[config.mk]
export PLATFORM = sky130hd
export DESIGN_NAME = op_display_scanner
export DESIGN_NICKNAME = d
export VERILOG_FILES = /design/src/rtl/op_display_scanner.sv
export SDC_FILE = /design/constraint.sdc
export NUM_CORES = 1
export LEC_CHECK = 0
export BUFFER_PORTS_ARGS = -buffer_cell sky130_fd_sc_hd__buf_4
export CORE_MARGIN = 2
export CORE_UTILIZATION = 49
export DETAILED_ROUTE_END_ITERATION = 7
export PLACE_DENSITY = 0.71
export SETUP_SLACK_MARGIN = 0.2
export SYNTH_ARGS = -nofsm -noshare
export SYNTH_HDL_FRONTEND = slang
export SYNTH_SLANG_ARGS = --single-unit
[constraint.sdc]
create_clock -name clk -period 1.95 [get_ports clk]
set_input_delay 0.195 -clock clk [delete_from_list [all_inputs] [get_ports clk]]
set_output_delay 0.195 -clock clk [all_outputs]
set_load 0.05 [all_outputs]
[src/rtl/op_display_scanner.sv]
// Scanned seven-segment driver for the calculator operation mnemonic.
// Optional OPDISP_ERR_EN: invalid nonzero codes show a blinking "Err".
module op_display_scanner #(
  parameter int NUM_DIGITS  = 4,
  parameter int REFRESH_DIV = 50000,
  parameter int BLINK_CYC   = 8
) (
  input  logic                  clk,
  input  logic                  reset,
  input  logic [2:0]            op_in,
  input  logic                  op_load,
  output logic [6:0]            seg_n,
  output logic [NUM_DIGITS-1:0] an_n,
  output logic                  op_valid
);
  localparam int PW = (REFRESH_DIV > 1) ? $clog2(REFRESH_DIV) : 1;
  localparam int DW = $clog2(NUM_DIGITS);

  localparam logic [6:0] G_A   = 7'b0001000;
  localparam logic [6:0] G_D   = 7'b0100001;
  localparam logic [6:0] G_S   = 7'b0010010;
  localparam logic [6:0] G_U   = 7'b1000001;
  localparam logic [6:0] G_B   = 7'b0000011;
  localparam logic [6:0] G_N   = 7'b0101011;
  localparam logic [6:0] G_L   = 7'b1000111;
  localparam logic [6:0] G_I   = 7'b1111001;
  localparam logic [6:0] G_BLK = 7'b1111111;

  logic [PW-1:0]         r_presc;
  logic [DW-1:0]         r_digit;
  logic [2:0]            r_op;
  logic                  r_valid;
  logic [6:0]            r_seg;
  logic [NUM_DIGITS-1:0] r_an;
  logic                  w_tick, w_frame, w_hi, w_blank;
  logic [1:0]            w_pos;
  logic [6:0]            w_glyph;

  assign w_tick  = (r_presc == PW'(REFRESH_DIV-1));
  assign w_frame = w_tick && (r_digit == DW'(NUM_DIGITS-1));
  assign w_pos   = r_digit[1:0];

  // Text lives only in digits 3..0; anything further left is always dark.
  generate
    if (DW > 2) begin : g_hi
      assign w_hi = |r_digit[DW-1:2];
    end else begin : g_nohi
      assign w_hi = 1'b0;
    end
  endgenerate

  always_ff @(posedge clk) begin
    if (reset) begin
      r_presc <= '0;
      r_digit <= '0;
    end else if (w_tick) begin
      r_presc <= '0;
      r_digit <= w_frame ? '0 : r_digit + DW'(1);
    end else begin
      r_presc <= r_presc + PW'(1);
    end
  end

  always_ff @(posedge clk) begin
    if (reset) begin
      r_op    <= 3'b000;
      r_valid <= 1'b0;
    end else if (op_load) begin
      r_op    <= op_in;
      r_valid <= (op_in == 3'b001) || (op_in == 3'b010) ||
                 (op_in == 3'b100) || (op_in == 3'b011);
    end
  end

`ifdef OPDISP_ERR_EN
  localparam int BW = (BLINK_CYC > 1) ? $clog2(BLINK_CYC) : 1;
  localparam logic [6:0] G_E = 7'b0000110;
  localparam logic [6:0] G_R = 7'b0101111;

  logic [BW-1:0] r_bcnt;
  logic          r_phase;
  logic          w_err;

  // A load restarts the blink so fresh error text is visible immediately.
  always_ff @(posedge clk) begin
    if (reset || op_load) begin
      r_bcnt  <= '0;
      r_phase <= 1'b0;
    end else if (w_frame) begin
      if (r_bcnt == BW'(BLINK_CYC-1)) begin
        r_bcnt  <= '0;
        r_phase <= ~r_phase;
      end else begin
        r_bcnt <= r_bcnt + BW'(1);
      end
    end
  end

  assign w_err   = (r_op == 3'b101) || (r_op == 3'b110) || (r_op == 3'b111);
  assign w_blank = w_hi || (w_err && r_phase);
`else
  assign w_blank = w_hi;
`endif

  always_comb begin
    w_glyph = G_BLK;
    case (r_op)
      3'b001: case (w_pos)
        2'd3:       w_glyph = G_A;
        2'd2, 2'd1: w_glyph = G_D;
        default:    w_glyph = G_BLK;
      endcase
      3'b010: case (w_pos)
        2'd3:    w_glyph = G_S;
        2'd2:    w_glyph = G_U;
        2'd1:    w_glyph = G_B;
        default: w_glyph = G_BLK;
      endcase
      3'b100: case (w_pos)
        2'd3, 2'd2: w_glyph = G_N;
        2'd1:       w_glyph = G_U;
        default:    w_glyph = G_L;
      endcase
      3'b011: case (w_pos)
        2'd3:    w_glyph = G_D;
        2'd2:    w_glyph = G_I;
        2'd1:    w_glyph = G_U;
        default: w_glyph = G_BLK;
      endcase
`ifdef OPDISP_ERR_EN
      3'b101, 3'b110, 3'b111: case (w_pos)
        2'd3:       w_glyph = G_E;
        2'd2, 2'd1: w_glyph = G_R;
        default:    w_glyph = G_BLK;
      endcase
`endif
      default: w_glyph = G_BLK;
    endcase
  end

  always_ff @(posedge clk) begin
    if (reset) begin
      r_seg <= G_BLK;
      r_an  <= '1;
    end else begin
      r_seg <= w_blank ? G_BLK : w_glyph;
      r_an  <= ~({{(NUM_DIGITS-1){1'b0}}, 1'b1} << r_digit);
    end
  end

  assign seg_n    = r_seg;
  assign an_n     = r_an;
  assign op_valid = r_valid;
endmodule

==> flow_metrics.env <==
export IMPL_cp_max_fo=4
export IMPL_layout_nets=201
export IMPL_avgViaCountPerCell=5.25
export IMPL_port_buffers=17
export IMPL_first_iter_violations=26
export IMPL_antenna_cells=0
export IMPL_synth_fp_nets=183
export IMPL_max_slew_margin=0.668
export IMPL_start_kind="register"
export IMPL_synth_area_um2=1530
export IMPL_required_ns=2.22
export IMPL_fmax_mhz=649
export IMPL_grt_pass1_vias=1049
export IMPL_worstHoldPathType="input port to register"
export IMPL_netlist_instances=169
export IMPL_ant_nets=0
export IMPL_synth_distinct_cells=35
export IMPL_final_setup_viol_count=0
export IMPL_p_leak_nw=0.660
export IMPL_hold_buffers=0
export IMPL_grt_start_max_net_pins=18
export IMPL_routed_wl_met3_um=113
export IMPL_fin_worst_skew_ns=0.0101
export IMPL_setup_tns_ns=0
export IMPL_dr_pass1_iters=4
export IMPL_worst_path_buf_inv=0
export IMPL_rows=20
export IMPL_cts_tree="done"
export IMPL_tightest_slew_ns=0.497
export IMPL_vdd_drop_max_v=0.000430
export IMPL_numCtsBuffers=5
export IMPL_die_x_um=59.9
export IMPL_yosys_top_cells_count="dfxtp_1, nor2_1, xnor2_1"
export IMPL_slowest_stage="dfxtp_1"
export IMPL_grt_pass1_wl_um=4510
export IMPL_fill_cells=282
export IMPL_synth_seq_area_share=0.431
export IMPL_path_class="register to register"
export IMPL_gp_congestion=0.779
export IMPL_synth_ff_type="dfxtp_1"
export IMPL_syn2layout_area_growth_pct=12.7
export IMPL_ys_warn_count=0
export IMPL_clk_root_buffer_cell="clkbuf_4"
export IMPL_worstPathArrival_ns=1.81
export IMPL_wl_um=2600
export IMPL_routedWlPerCell_um=11.8
export IMPL_synth_area_per_cell_um2=9.07
export IMPL_clock_path_buffers=2
export IMPL_hold_viol_final=0
export IMPL_rsz0062_at_grt="no"
export IMPL_m1WireLength_um=1200
export IMPL_path_clk_slew_ns=0.09
export IMPL_highest_signal_layer="met4"
export IMPL_via_count=1161
export IMPL_max_cap_viol_count=0
export IMPL_cpPeakStageDelay_ns=0.40
export IMPL_status="complete, no violations"
export IMPL_grt_ovfl_total=0
export IMPL_cp_top_family="simple AND/OR/NAND/NOR gates"
export IMPL_synth_seq_cells=33
export IMPL_slew_viol_final=0
export IMPL_antenna_found_initial=0
export IMPL_crit_chain="ha_1 > and3_1 > nand4_2 > or3_1 > a21oi_2"
export IMPL_cts_htree_levels=2
export IMPL_synth_area_top_cells="dfxtp_1, xnor2_1, nor2_1, ha_1, mux2i_1"
export IMPL_dieArea_um2=3590
export IMPL_clock_latency_ns=0.33
export IMPL_holdWs_ns=0.119
export IMPL_yosysTopAreaCell="dfxtp_1"
export IMPL_initial_core_util=0.510
export IMPL_stdcell_area_um2=1730
export IMPL_io_pins=18
export IMPL_dieHeight_um=59.9
export IMPL_worstSetupEndpointType="register"
export IMPL_yosysMostFrequentCell="dfxtp_1"
export IMPL_dp_hpwl_um=1910
export IMPL_p_per_area_nw_per_um2=675
export IMPL_fin_crit_sh=0.791
export IMPL_drc=0
export IMPL_cts_sinks=33
export IMPL_postPlaceCellArea_um2=1670
export IMPL_grt_usage=0.171
export IMPL_synthArstFlopShare=0
export IMPL_drive_gt1_frac=0.181
export IMPL_met2_length_um=1230
export IMPL_synth_edf_count=0
export IMPL_yosysTopAreaCellShare=0.431
export IMPL_core_area_um2=3000
export IMPL_min_period_ns=1.54
## logic make-up after synthesis
| kind of cell | after synthesis | synth area share |
|---|---|---|
| DFF | 33 | 0.431 |
| muxes | 5 | 0.0327 |
| adders and majority gates | 8 | 0.0653 |
| AOI/OAI and AO/OA | 14 | 0.0571 |
| buffers and inverters | 13 | 0.0359 |
| xor gates and xnor gates | 17 | 0.0971 |
| and+or+nand+nor | 79 | 0.281 |
## state kept, by name (all words and copies together), names as in the netlist
name / cells
r_presc: 16
an_n: 4
seg_n: 7
op_valid: 1
r_op: 3
r_digit: 2
## power by group
group | switching, mW | internal [mW]
combinational | 0.0627 | 0.0420
sequential | 0.0195 | 0.691
clock | 0.215 | 0.137
total | 0.297 | 0.870
## metal layers
| metal | GRT usage | up-vias |
|---|---|---|
| met5 | 0 | - |
| met2 | 0.272 | 27 |
| met1 | 0.205 | 524 |
| li1 | - | 603 |
| met3 | 0.0584 | 7 |
| met4 | 0.0857 | 0 |
## per-stage QoR
stage	instances	utilization	setup WS (ns)	total power [mW]
after floorplan	169	-	0.531	0.801
after CTS	221	0.574	0.259	1.19
after global routing	221	0.575	0.225	1.24
after global placement	213	0.557	0.371	0.827
final	221	0.575	0.408	1.17
after detailed placement	213	0.557	0.265	0.831
## area by class of cell
class                      instances  area, µm²  share of cell area
inverter                           7       26.3              0.0152
tap                               33       41.3              0.0239
sequential                        33        662               0.383
clock buffer                       6       41.3              0.0239
timing repair buffer              17        128              0.0739
multi-input combinational        123        820               0.474
clock inverter                     2       10.0             0.00579
## path summary, 6_finish.rpt
| kind | startpoint | end | slack [ns] | depth (start not counted) |
|---|---|---|---|---|
| worst max-delay path | r_presc[0] | r_digit[0] | 0.41 | 5 |
| worst min register to register | r_presc[0] | r_presc[0] | 0.47 | 1 |
| worst max register to register | r_presc[0] | r_digit[0] | 0.41 | 5 |
| worst min-delay path | reset | r_digit[0] | 0.12 | 2 |
## cell usage in the layout, fill, tap and decap left out, drive strengths merged
cell type  synthesis  routed
xor2               3       3
and3               1       1
or2                1       1
nand3              7       7
o21ai              4       4
o21bai             1       1
nor4               5       5
or3                2       2
dfxtp             33      33
nor2b              2       2
nor4b              1       1
inv                7       7
mux2i              5       5
nand2b             6       6
nand2              6       6
and4bb             2       2
nand4              4       4
nand3b             2       2
nor3               6       6
ha                 8       8
clkbuf             3       6
a21oi              5       5
xnor2             14      14
and2               1       1
o211ai             1       1
and3b              1       1
o22a               1       1
a22oi              2       2
and2b              1       1
nor2              31      31
clkinv             0       2
buf                3      17
## repair_timing
item,CTS,global route
setup buffers,0,0
gates resized for setup,0,2
setup endpoints to repair,0,17
## worst register-to-register path, stage by stage, from the launching register on
cell and delay [ns]:
dfxtp_1 0.40, ha_1 0.21, and3_1 0.23, nand4_2 0.15, or3_1 0.36, a21oi_2 0.13
Note: power is estimated with default switching activity, not from simulation.
